### config.mk
export PLATFORM = sky130hd
export DESIGN_NAME = pipe_stall_sequencer
export DESIGN_NICKNAME = d
export VERILOG_FILES = /design/src/rtl/pipe_ctrl_pkg.sv /design/src/rtl/pipe_perf_counter.sv /design/src/rtl/pipe_stall_sequencer.sv
export SDC_FILE = /design/constraint.sdc
export NUM_CORES = 1
export LEC_CHECK = 0
export ABC_AREA = 1
export ABC_CLOCK_PERIOD_IN_PS = 1500
export BUFFER_PORTS_ARGS = -buffer_cell sky130_fd_sc_hd__buf_2
export CORE_MARGIN = 2
export CORE_UTILIZATION = 44
export DETAILED_ROUTE_END_ITERATION = 12
export PLACE_DENSITY_LB_ADDON = 0.1
export SLEW_MARGIN = 20
export SYNTH_ARGS = -nofsm -noshare
export SYNTH_HDL_FRONTEND = slang
export SYNTH_SLANG_ARGS = --single-unit
### constraint.sdc
create_clock -name i_clk -period 1.5 [get_ports i_clk]
set_clock_uncertainty 0.1 [all_clocks]
set_input_delay 0.075 -clock i_clk [delete_from_list [all_inputs] [get_ports i_clk]]
set_output_delay 0.075 -clock i_clk [all_outputs]
set_load 0.05 [all_outputs]
### src/rtl/pipe_ctrl_pkg.sv
// Shared pipeline-control definitions: opcode constants, sequencer state encoding
// and the bundle of per-register enables/flushes driven by the sequencer.
package pipe_ctrl_pkg;

   localparam logic [3:0] OP_NOP = 4'b0000;
   localparam logic [3:0] OP_LD  = 4'b1000;
   localparam logic [3:0] OP_ST  = 4'b1001;
   localparam logic [3:0] OP_B   = 4'b1100;
   localparam logic [3:0] OP_BR  = 4'b1101;

   localparam logic [1:0] ST_RUN_ENC      = 2'd0;
   localparam logic [1:0] ST_BR_WAIT_ENC  = 2'd1;
   localparam logic [1:0] ST_MEM_WAIT_ENC = 2'd2;
   localparam logic [1:0] ST_HALT_ENC     = 2'd3;

   typedef enum logic [1:0] {
      ST_RUN      = ST_RUN_ENC,
      ST_BR_WAIT  = ST_BR_WAIT_ENC,
      ST_MEM_WAIT = ST_MEM_WAIT_ENC,
      ST_HALT     = ST_HALT_ENC
   } seq_state_t;

   typedef struct packed {
      logic pc_en;
      logic pc_sel_target;
      logic if_id_en;
      logic if_id_flush;
      logic id_ex_en;
      logic id_ex_flush;
      logic ex_mem_en;
      logic mem_wb_en;
   } pipe_ctrl_t;

   // Every register enable set to 'en', both flushes to 'flush', PC mux on sequential path.
   function automatic pipe_ctrl_t ctrl_uniform(input logic en, input logic flush);
      pipe_ctrl_t c;
      c.pc_en         = en;
      c.pc_sel_target = 1'b0;
      c.if_id_en      = en;
      c.if_id_flush   = flush;
      c.id_ex_en      = en;
      c.id_ex_flush   = flush;
      c.ex_mem_en     = en;
      c.mem_wb_en     = en;
      return c;
   endfunction

endpackage

### src/rtl/pipe_perf_counter.sv
// Saturating event counter with synchronous clear; only built when PIPE_PERF_CNT_EN
// is defined, since nothing else instantiates it.
`ifdef PIPE_PERF_CNT_EN
module pipe_perf_counter #(
   parameter int CNT_W = 16
) (
   input  logic             i_clk,
   input  logic             i_clr,
   input  logic             i_inc,
   output logic [CNT_W-1:0] o_count
);

   logic [CNT_W-1:0] r_count;

   always_ff @(posedge i_clk) begin
      if (i_clr) begin
         r_count <= '0;
      end else if (i_inc && (r_count != {CNT_W{1'b1}})) begin
         r_count <= r_count + {{(CNT_W-1){1'b0}}, 1'b1};
      end
   end

   assign o_count = r_count;

endmodule
`endif

### src/rtl/pipe_stall_sequencer.sv
// Pipeline sequencer: arbitrates memory wait, halt, branch and load-use stalls into
// register enables/flushes and PC control. Optional counters via PIPE_PERF_CNT_EN.
module pipe_stall_sequencer
   import pipe_ctrl_pkg::*;
#(
   parameter int MEM_TIMEOUT = 16
`ifdef PIPE_PERF_CNT_EN
   ,
   parameter int CNT_W = 16
`endif
) (
   input  logic i_clk,
   input  logic i_rst,
   input  logic i_load_use_stall,
   input  logic i_id_is_branch,
   input  logic i_br_resolve,
   input  logic i_br_taken,
   input  logic i_mem_req,
   input  logic i_mem_ack,
   input  logic i_halt_req,
   output logic o_pc_en,
   output logic o_pc_sel_target,
   output logic o_if_id_en,
   output logic o_if_id_flush,
   output logic o_id_ex_en,
   output logic o_id_ex_flush,
   output logic o_ex_mem_en,
   output logic o_mem_wb_en,
   output logic o_mem_err,
   output logic o_halted
`ifdef PIPE_PERF_CNT_EN
   ,
   output logic [CNT_W-1:0] o_stall_cycles,
   output logic [CNT_W-1:0] o_flush_cycles,
   output logic [CNT_W-1:0] o_mem_wait_cycles
`endif
);

   localparam int TO_W = $clog2(MEM_TIMEOUT + 1);
   localparam logic [TO_W-1:0] TO_MAX  = TO_W'(MEM_TIMEOUT);
   localparam logic [TO_W-1:0] CNT_ONE = TO_W'(1);

   seq_state_t      r_state;
   logic            r_ret_br;
   logic [TO_W-1:0] r_cnt;
   logic            r_mem_err;

   seq_state_t      w_next_state;
   logic            w_next_ret_br;
   logic [TO_W-1:0] w_next_cnt;
   logic            w_set_err;
   logic            w_halted;
   logic            w_mem_stall;
   pipe_ctrl_t      w_ctrl;

   always_ff @(posedge i_clk) begin
      if (i_rst) begin
         r_state   <= ST_RUN;
         r_ret_br  <= 1'b0;
         r_cnt     <= '0;
         r_mem_err <= 1'b0;
      end else begin
         r_state  <= w_next_state;
         r_ret_br <= w_next_ret_br;
         r_cnt    <= w_next_cnt;
         if (w_set_err) begin
            r_mem_err <= 1'b1;
         end
      end
   end

   assign w_mem_stall = i_mem_req && !i_mem_ack;

   // A memory miss outranks everything; halt and branch are only accepted from RUN.
   always_comb begin
      w_next_state  = r_state;
      w_next_ret_br = r_ret_br;
      w_next_cnt    = r_cnt;
      w_set_err     = 1'b0;
      w_halted      = 1'b0;
      w_ctrl        = ctrl_uniform(1'b0, 1'b0);

      if (i_rst) begin
         w_ctrl = ctrl_uniform(1'b0, 1'b1);
      end else begin
         unique case (r_state)
            ST_RUN: begin
               if (w_mem_stall) begin
                  w_next_state  = ST_MEM_WAIT;
                  w_next_ret_br = 1'b0;
                  w_next_cnt    = CNT_ONE;
               end else if (i_halt_req) begin
                  w_next_state = ST_HALT;
               end else if (i_id_is_branch) begin
                  w_ctrl             = ctrl_uniform(1'b1, 1'b0);
                  w_ctrl.pc_en       = 1'b0;
                  w_ctrl.if_id_flush = 1'b1;
                  w_next_state       = ST_BR_WAIT;
               end else if (i_load_use_stall) begin
                  w_ctrl             = ctrl_uniform(1'b1, 1'b0);
                  w_ctrl.pc_en       = 1'b0;
                  w_ctrl.if_id_en    = 1'b0;
                  w_ctrl.id_ex_flush = 1'b1;
               end else begin
                  w_ctrl = ctrl_uniform(1'b1, 1'b0);
               end
            end

            ST_BR_WAIT: begin
               if (w_mem_stall) begin
                  w_next_state  = ST_MEM_WAIT;
                  w_next_ret_br = 1'b1;
                  w_next_cnt    = CNT_ONE;
               end else begin
                  w_ctrl = ctrl_uniform(1'b1, 1'b1);
                  if (i_br_resolve) begin
                     w_ctrl.pc_sel_target = i_br_taken;
                     w_next_state         = ST_RUN;
                  end else begin
                     w_ctrl.pc_en = 1'b0;
                  end
               end
            end

            // A timeout is handled exactly like an ack, but leaves the sticky error behind.
            ST_MEM_WAIT: begin
               if (i_mem_ack || (r_cnt == TO_MAX)) begin
                  w_ctrl        = ctrl_uniform(1'b1, r_ret_br);
                  w_next_state  = r_ret_br ? ST_BR_WAIT : ST_RUN;
                  w_next_ret_br = 1'b0;
                  w_next_cnt    = '0;
                  w_set_err     = !i_mem_ack;
               end else begin
                  w_next_cnt = r_cnt + CNT_ONE;
               end
            end

            ST_HALT: begin
               w_halted = 1'b1;
               if (!i_halt_req) begin
                  w_next_state = ST_RUN;
               end
            end

            default: begin
               w_next_state = ST_RUN;
            end
         endcase
      end
   end

   assign o_pc_en         = w_ctrl.pc_en;
   assign o_pc_sel_target = w_ctrl.pc_sel_target;
   assign o_if_id_en      = w_ctrl.if_id_en;
   assign o_if_id_flush   = w_ctrl.if_id_flush;
   assign o_id_ex_en      = w_ctrl.id_ex_en;
   assign o_id_ex_flush   = w_ctrl.id_ex_flush;
   assign o_ex_mem_en     = w_ctrl.ex_mem_en;
   assign o_mem_wb_en     = w_ctrl.mem_wb_en;
   assign o_mem_err       = r_mem_err;
   assign o_halted        = w_halted;

`ifdef PIPE_PERF_CNT_EN
   logic w_stall_inc;
   logic w_flush_inc;
   logic w_mem_wait_inc;

   assign w_stall_inc    = !w_ctrl.pc_en && !w_halted;
   assign w_flush_inc    = w_ctrl.if_id_flush || w_ctrl.id_ex_flush;
   assign w_mem_wait_inc = (r_state == ST_MEM_WAIT);

   pipe_perf_counter #(.CNT_W(CNT_W)) u_stall_cnt (
      .i_clk   (i_clk),
      .i_clr   (i_rst),
      .i_inc   (w_stall_inc),
      .o_count (o_stall_cycles)
   );

   pipe_perf_counter #(.CNT_W(CNT_W)) u_flush_cnt (
      .i_clk   (i_clk),
      .i_clr   (i_rst),
      .i_inc   (w_flush_inc),
      .o_count (o_flush_cycles)
   );

   pipe_perf_counter #(.CNT_W(CNT_W)) u_mem_wait_cnt (
      .i_clk   (i_clk),
      .i_clr   (i_rst),
      .i_inc   (w_mem_wait_inc),
      .o_count (o_mem_wait_cycles)
   );
`endif

endmodule

* Yosys cells after proc, flatten, opt, wreduce, memory -nomap -nowiden
Cells that the tools add are included.
** Cells by class
- Add/subtract/negate cells :: 1
- Eq/ne operators :: 11
- Muxes and demuxes :: 31
- Reductions and logical operators :: 10
** Operator list (number)
- $mux 8 :: 7
- $pmux 8 s3 :: 1
- $mux 2 :: 7
- $mux 1 :: 11
- $mux 5 :: 2
- $pmux 5 s2 :: 1
- $ne 2x2->1 const B :: 4
- $pmux 2 s4 :: 1
- $reduce_and 4->1 :: 2
- $add 5x1->5 const B :: 1
- $eq 5x5->1 const B :: 1
- $eq 2x2->1 const B :: 2
- $ne 4x4->1 const B :: 1
- $ne 3x3->1 const B :: 1
- $pmux 1 s3 :: 1
- $reduce_bool 3->1 :: 1
- $eq 2x1->1 const B :: 1
- $logic_not 2->1 :: 1
- $ne 2x1->1 const B :: 1
- $reduce_and 2->1 :: 1
- $reduce_bool 2->1 :: 1
- $reduce_or 2->1 :: 1
- $logic_and 1x1->1 :: 1
- $logic_not 1->1 :: 1
- $logic_or 1x1->1 :: 1
** Word-level totals
- Register bits :: 9
- Bits of input ports :: 9

* Longest topological paths before layout
- Depth in word-level cells :: 6
- Depth in mapped cells :: 11
- Mapped depth without buffers :: 10

* Worst setup path after synthesis
Ideal clock, no wire load.
- Path type :: reg2out
- Start :: register r_cnt[0]
- End :: output o_id_ex_en
- Arrival :: 1.588 ns
- Path slack :: -0.263 ns
- Cell stages (with the launch flop) :: 12
- Path buffers :: 1
- Cells stage by stage :: dfxtp_1 inv_1 ha_1 nand2_1 inv_1 nand2_2 nand2_1 nand2_1 nand2_1 o21ai_1 inv_1 buf_4
** On the way
- Word-level cells in the longest chain between the ends :: 5
** Ends and longest elaborated chain
- start: declaration :: RTL line pipe_stall_sequencer.sv:45 : logic [TO_W-1:0] r_cnt;
- start signal: assignment :: RTL line pipe_stall_sequencer.sv:65 : r_cnt <= w_next_cnt;
- $eq 5x5->1 :: RTL line pipe_stall_sequencer.sv:127 : if (i_mem_ack || (r_cnt == TO_MAX)) begin
- $logic_or 1x1->1 :: RTL line pipe_stall_sequencer.sv:127
- $mux 8 :: RTL line pipe_stall_sequencer.sv:127
- $pmux 8 s3 :: RTL line pipe_stall_sequencer.sv:86 : unique case (r_state)
- $mux 8 :: RTL line pipe_stall_sequencer.sv:83 : if (i_rst) begin
- end: declaration :: RTL line pipe_stall_sequencer.sv:25 : output logic o_id_ex_en,
No other way between the ends.

* Worst setup path in the final report
Same ends and word-level chain as after synthesis.

==> results by group <==
Worst setup path
  • Reg2reg start: r_cnt[2]$_SDFFE_PP0P_
  • CP Max Fanout: 3
  • Worst-path cell chain: inv_2 -> ha_4 -> nand2_2 -> inv_2 -> nand2_2 -> nand2_2 -> nand2_2 -> nand2_2 -> o21ai_2 -> inv_2 -> buf_8
  • Crit path kind: reg -> out
  • Crit path max-delay cell type: dfxtp_2
  • R2r setup slk: 0.13 ns
  • Worst EP arrival: 1.52 ns
  • Crit Reg-Reg Endpoint: r_state[0]$_SDFFE_PP0P_
  • Worst Setup End Kind: output pin
  • CP peak stage delay: 0.34 ns
  • R2R cell count: 8
  • Worst path required time: 1.32 ns
  • WP buf/inv: 4
  • CP most frequent cell: nand2_2
  • Largest delay share family, worst path: flip-flops
  • CP Launch Type: register

Detailed routing
  • Post-DRT Antenna Nets: 0
  • Top layer used by detailed routing: met4
  • WL met3: 69 um
  • Met2 WL post-DR: 934 um
  • DRT iter0 DRCs: 7
  • Via count: about 760
  • WL per Instance: ~11 um
  • Pre-antenna DRT Iters: 4
  • Total wire length after detailed routing: 1710 um
  • Met1 Wirelength: around 660 um
  • Vias per inst: approximately 5.0
  • Number of remaining DRC errors: 0

Timing
  • Slew Viols, Final: 0
  • Max-slew headroom: approximately 82%
  • FMAX: slightly below 600 MHz
  • RSZ-0062 raised after global routing: yes
  • Final Hold Viols: 0
  • PnR worst setup slack: -0.199 ns
  • Worst-Margin Slew: 0.275 ns
  • Final Hold Slack: 0.0689 ns
  • Part of the cycle the worst path needs: 113%
  • Period minus WS final: roughly 1.7 ns
  • Endpoints failing setup: 7

Cells and area
  • Antenna cells: 0
  • Final core occ: 69.3%
  • Area Growth Syn to Fin: 51.6%
  • Final instance area: 1010 um2
  • Share of cells above drive strength 1: between 50% and 60%
  • Layout net count: roughly 150

Placement
  • Number of port buffers: 18
  • Pre-CTS setup slack: 0.0131 ns
  • Dpl cell area: 835 um2
  • HPWL Detailed: 1250 um
  • Final GP Congestion: 0.805

Global route
  • Vias in the first global route: ~690
  • Largest net degree at the start of global routing: 11
  • Antenna violations before repair: 0
  • All-Layer GR Usage: roughly 22%
  • GRT overflow: 0
  • First-pass GRT wire length: approximately 2900 um

Floorplan
  • Initial Utilization: 45.7%
  • DIE WIDTH: around 43 um
  • Core area: 1450 um2
  • Total die area: 1840 um2
  • Rows: 14
  • Number of I/O pins: 19
  • Die span in y: approximately 43 um

Clocking
  • Worst skew pair latency: 0.27 ns
  • CTS tree: yes
  • CTS Sinks: 9
  • Clk root buf: clkbuf_4
  • Clk buf depth: 2
  • Clk slew on worst S/H paths: 0.07 ns
  • CTS H-tree lvls: 1
  • TritonCTS buffer count: 3

Logic synthesis
  • Netlist cell types: 25
  • Sequential area share after synthesis: between 20 and 30%
  • Syn. warnings: 0
  • Synth Cell Area: 664 um2
  • Post-Syn Instances: 105
  • Synthesis-stage register bit count: 9
  • Synth Net Count: 116
  • Syn Area/Cell: 6.33 um2

Min path
  • Hold endpoint: r_state[1]$_SDFFE_PP0P_
  • HP Class: in -> reg
  • Hold Crit Depth: 3
  • HP Start: i_halt_req

Status
  • Failing checks: negative setup slack
  • Status: finished, violations left

Power
  • Leak: around 0.00048 uW
  • Overall power: 961 uW
  • PD cells: 954 nW/um2
  • VDD IR max: 0.000857 V

Flow run
  • Max cap viols: 0
==> worst max-delay path by stage <==
stage / start / to / depth (start not counted)
3_3_place_gp: r_cnt[0]$_SDFFE_PP0P_ / o_ex_mem_en / 11
3_5_place_dp: r_cnt[0]$_SDFFE_PP0P_ / o_id_ex_en / 11
2_1_floorplan: r_cnt[1]$_SDFFE_PP0P_ / o_id_ex_en / 11
6_report: r_cnt[0]$_SDFFE_PP0P_ / o_id_ex_en / 11
5_1_grt: r_cnt[0]$_SDFFE_PP0P_ / o_id_ex_en / 11
4_1_cts: r_cnt[0]$_SDFFE_PP0P_ / o_id_ex_en / 11
==> through the flow <==
stage / cells / setup TNS (ns)
6_report: 152 / -1.25
3_3_place_gp: 144 / 0
3_5_place_dp: 144 / 0
5_1_grt: 152 / -1.86
4_1_cts: 150 / -1.10
2_1_floorplan: 105 / -0.175
==> cell families after synthesis <==
| family | after synthesis | share of synthesized area [%] |
|---|---|---|
| flops | 9 | 27.1 |
| compound gates | 14 | 13.0 |
| simple gates | 59 | 42.4 |
| buf+inv | 20 | 12.4 |
| fa+ha+maj | 2 | 3.77 |
| xor+xnor | 1 | 1.32 |
==> power by group <==
| part | internal [uW] | switching [uW] | leakage, uW | total (uW) |
|---|---|---|---|---|
| Clock | 98.9 | 97.0 | 0.0000177 | 196 |
| Sequential | 261 | 21.2 | 0.0000750 | 282 |
| Combinational | 188 | 295 | 0.000386 | 483 |
| Total | 548 | 413 | 0.000479 | 961 |
==> worst reg2reg max path, cell delays in order, from the launching register on <==
cell and delay, ns:
dfxtp_1 0.34, nor2_1 0.24, nand2_2 0.11, buf_4 0.15, nand2_4 0.09, nand3_1 0.07, nand2_1 0.06, nand2_1 0.04
nor2_1 0.11
==> synth_stat cells (all sizes together) <==
| cell type | count | area [um2] |
|---|---|---|
| o211ai | 1 | 7.51 |
| nor3 | 1 | 5.00 |
| clkinv | 1 | 3.75 |
| nor2 | 11 | 51.3 |
| a21oi | 7 | 42.5 |
| inv | 17 | 63.8 |
| o21ai | 3 | 15.0 |
| nand4 | 1 | 6.26 |
| and3 | 1 | 7.51 |
| a31oi | 2 | 12.5 |
| nand3b | 1 | 7.51 |
| ha | 2 | 25.0 |
| buf | 2 | 15.0 |
| dfxtp | 9 | 180 |
| a41oi | 1 | 8.76 |
| nand2 | 35 | 159 |
| xor2 | 1 | 8.76 |
| nand3 | 9 | 45.0 |
==> registers in the layout, indices dropped and copies added, names as in the netlist <==
signal,flops
r_ret_br,1
o_mem_err,1
r_state,2
r_cnt,5
==> placed cells by master, fill, tap and decap left out, types with 2 or more instances in the layout <==
cell type	netlist	routed
nor2_4	1	3
nor2_2	1	2
buf_4	2	10
buf_8	0	4
buf_6	0	4
nand2_4	2	2
inv_1	12	6
nand3_1	9	9
inv_2	5	10
dfxtp_2	0	3
nand2_2	5	11
nor2_1	9	6
a21oi_1	5	5
buf_2	0	10
dfxtp_1	9	5
nand2_1	28	22
a21oi_2	2	2
clkbuf_4	0	3
==> layer usage <==
metal / global-route usage [%] / up-vias
met3: 6.38 / 7
li1: - / 401
met1: 23.6 / 336
met4: 9.38 / 0
met5: 0 / -
met2: 38.8 / 17
==> final cells by class <==
class,instances,area (um2)
multi-input cells,76,462
fillers,141,447
repair buffers,29,240
flip-flops and latches,9,188
inverters,18,70.1
clock buffers,3,22.5
well taps,16,20.0
clock inverters,1,5.00
==> repair_timing <==
action                     in CTS  in global routing
hold buffers                    1                  0
resized for setup              29                 10
setup endpoints to repair       8                  8
hold endpoints to repair        5                  0
buffers inserted                1                  2
pin swaps                       3                  2
gates cloned                    0                  0
Note: power is estimated with default switching activity, not from simulation.
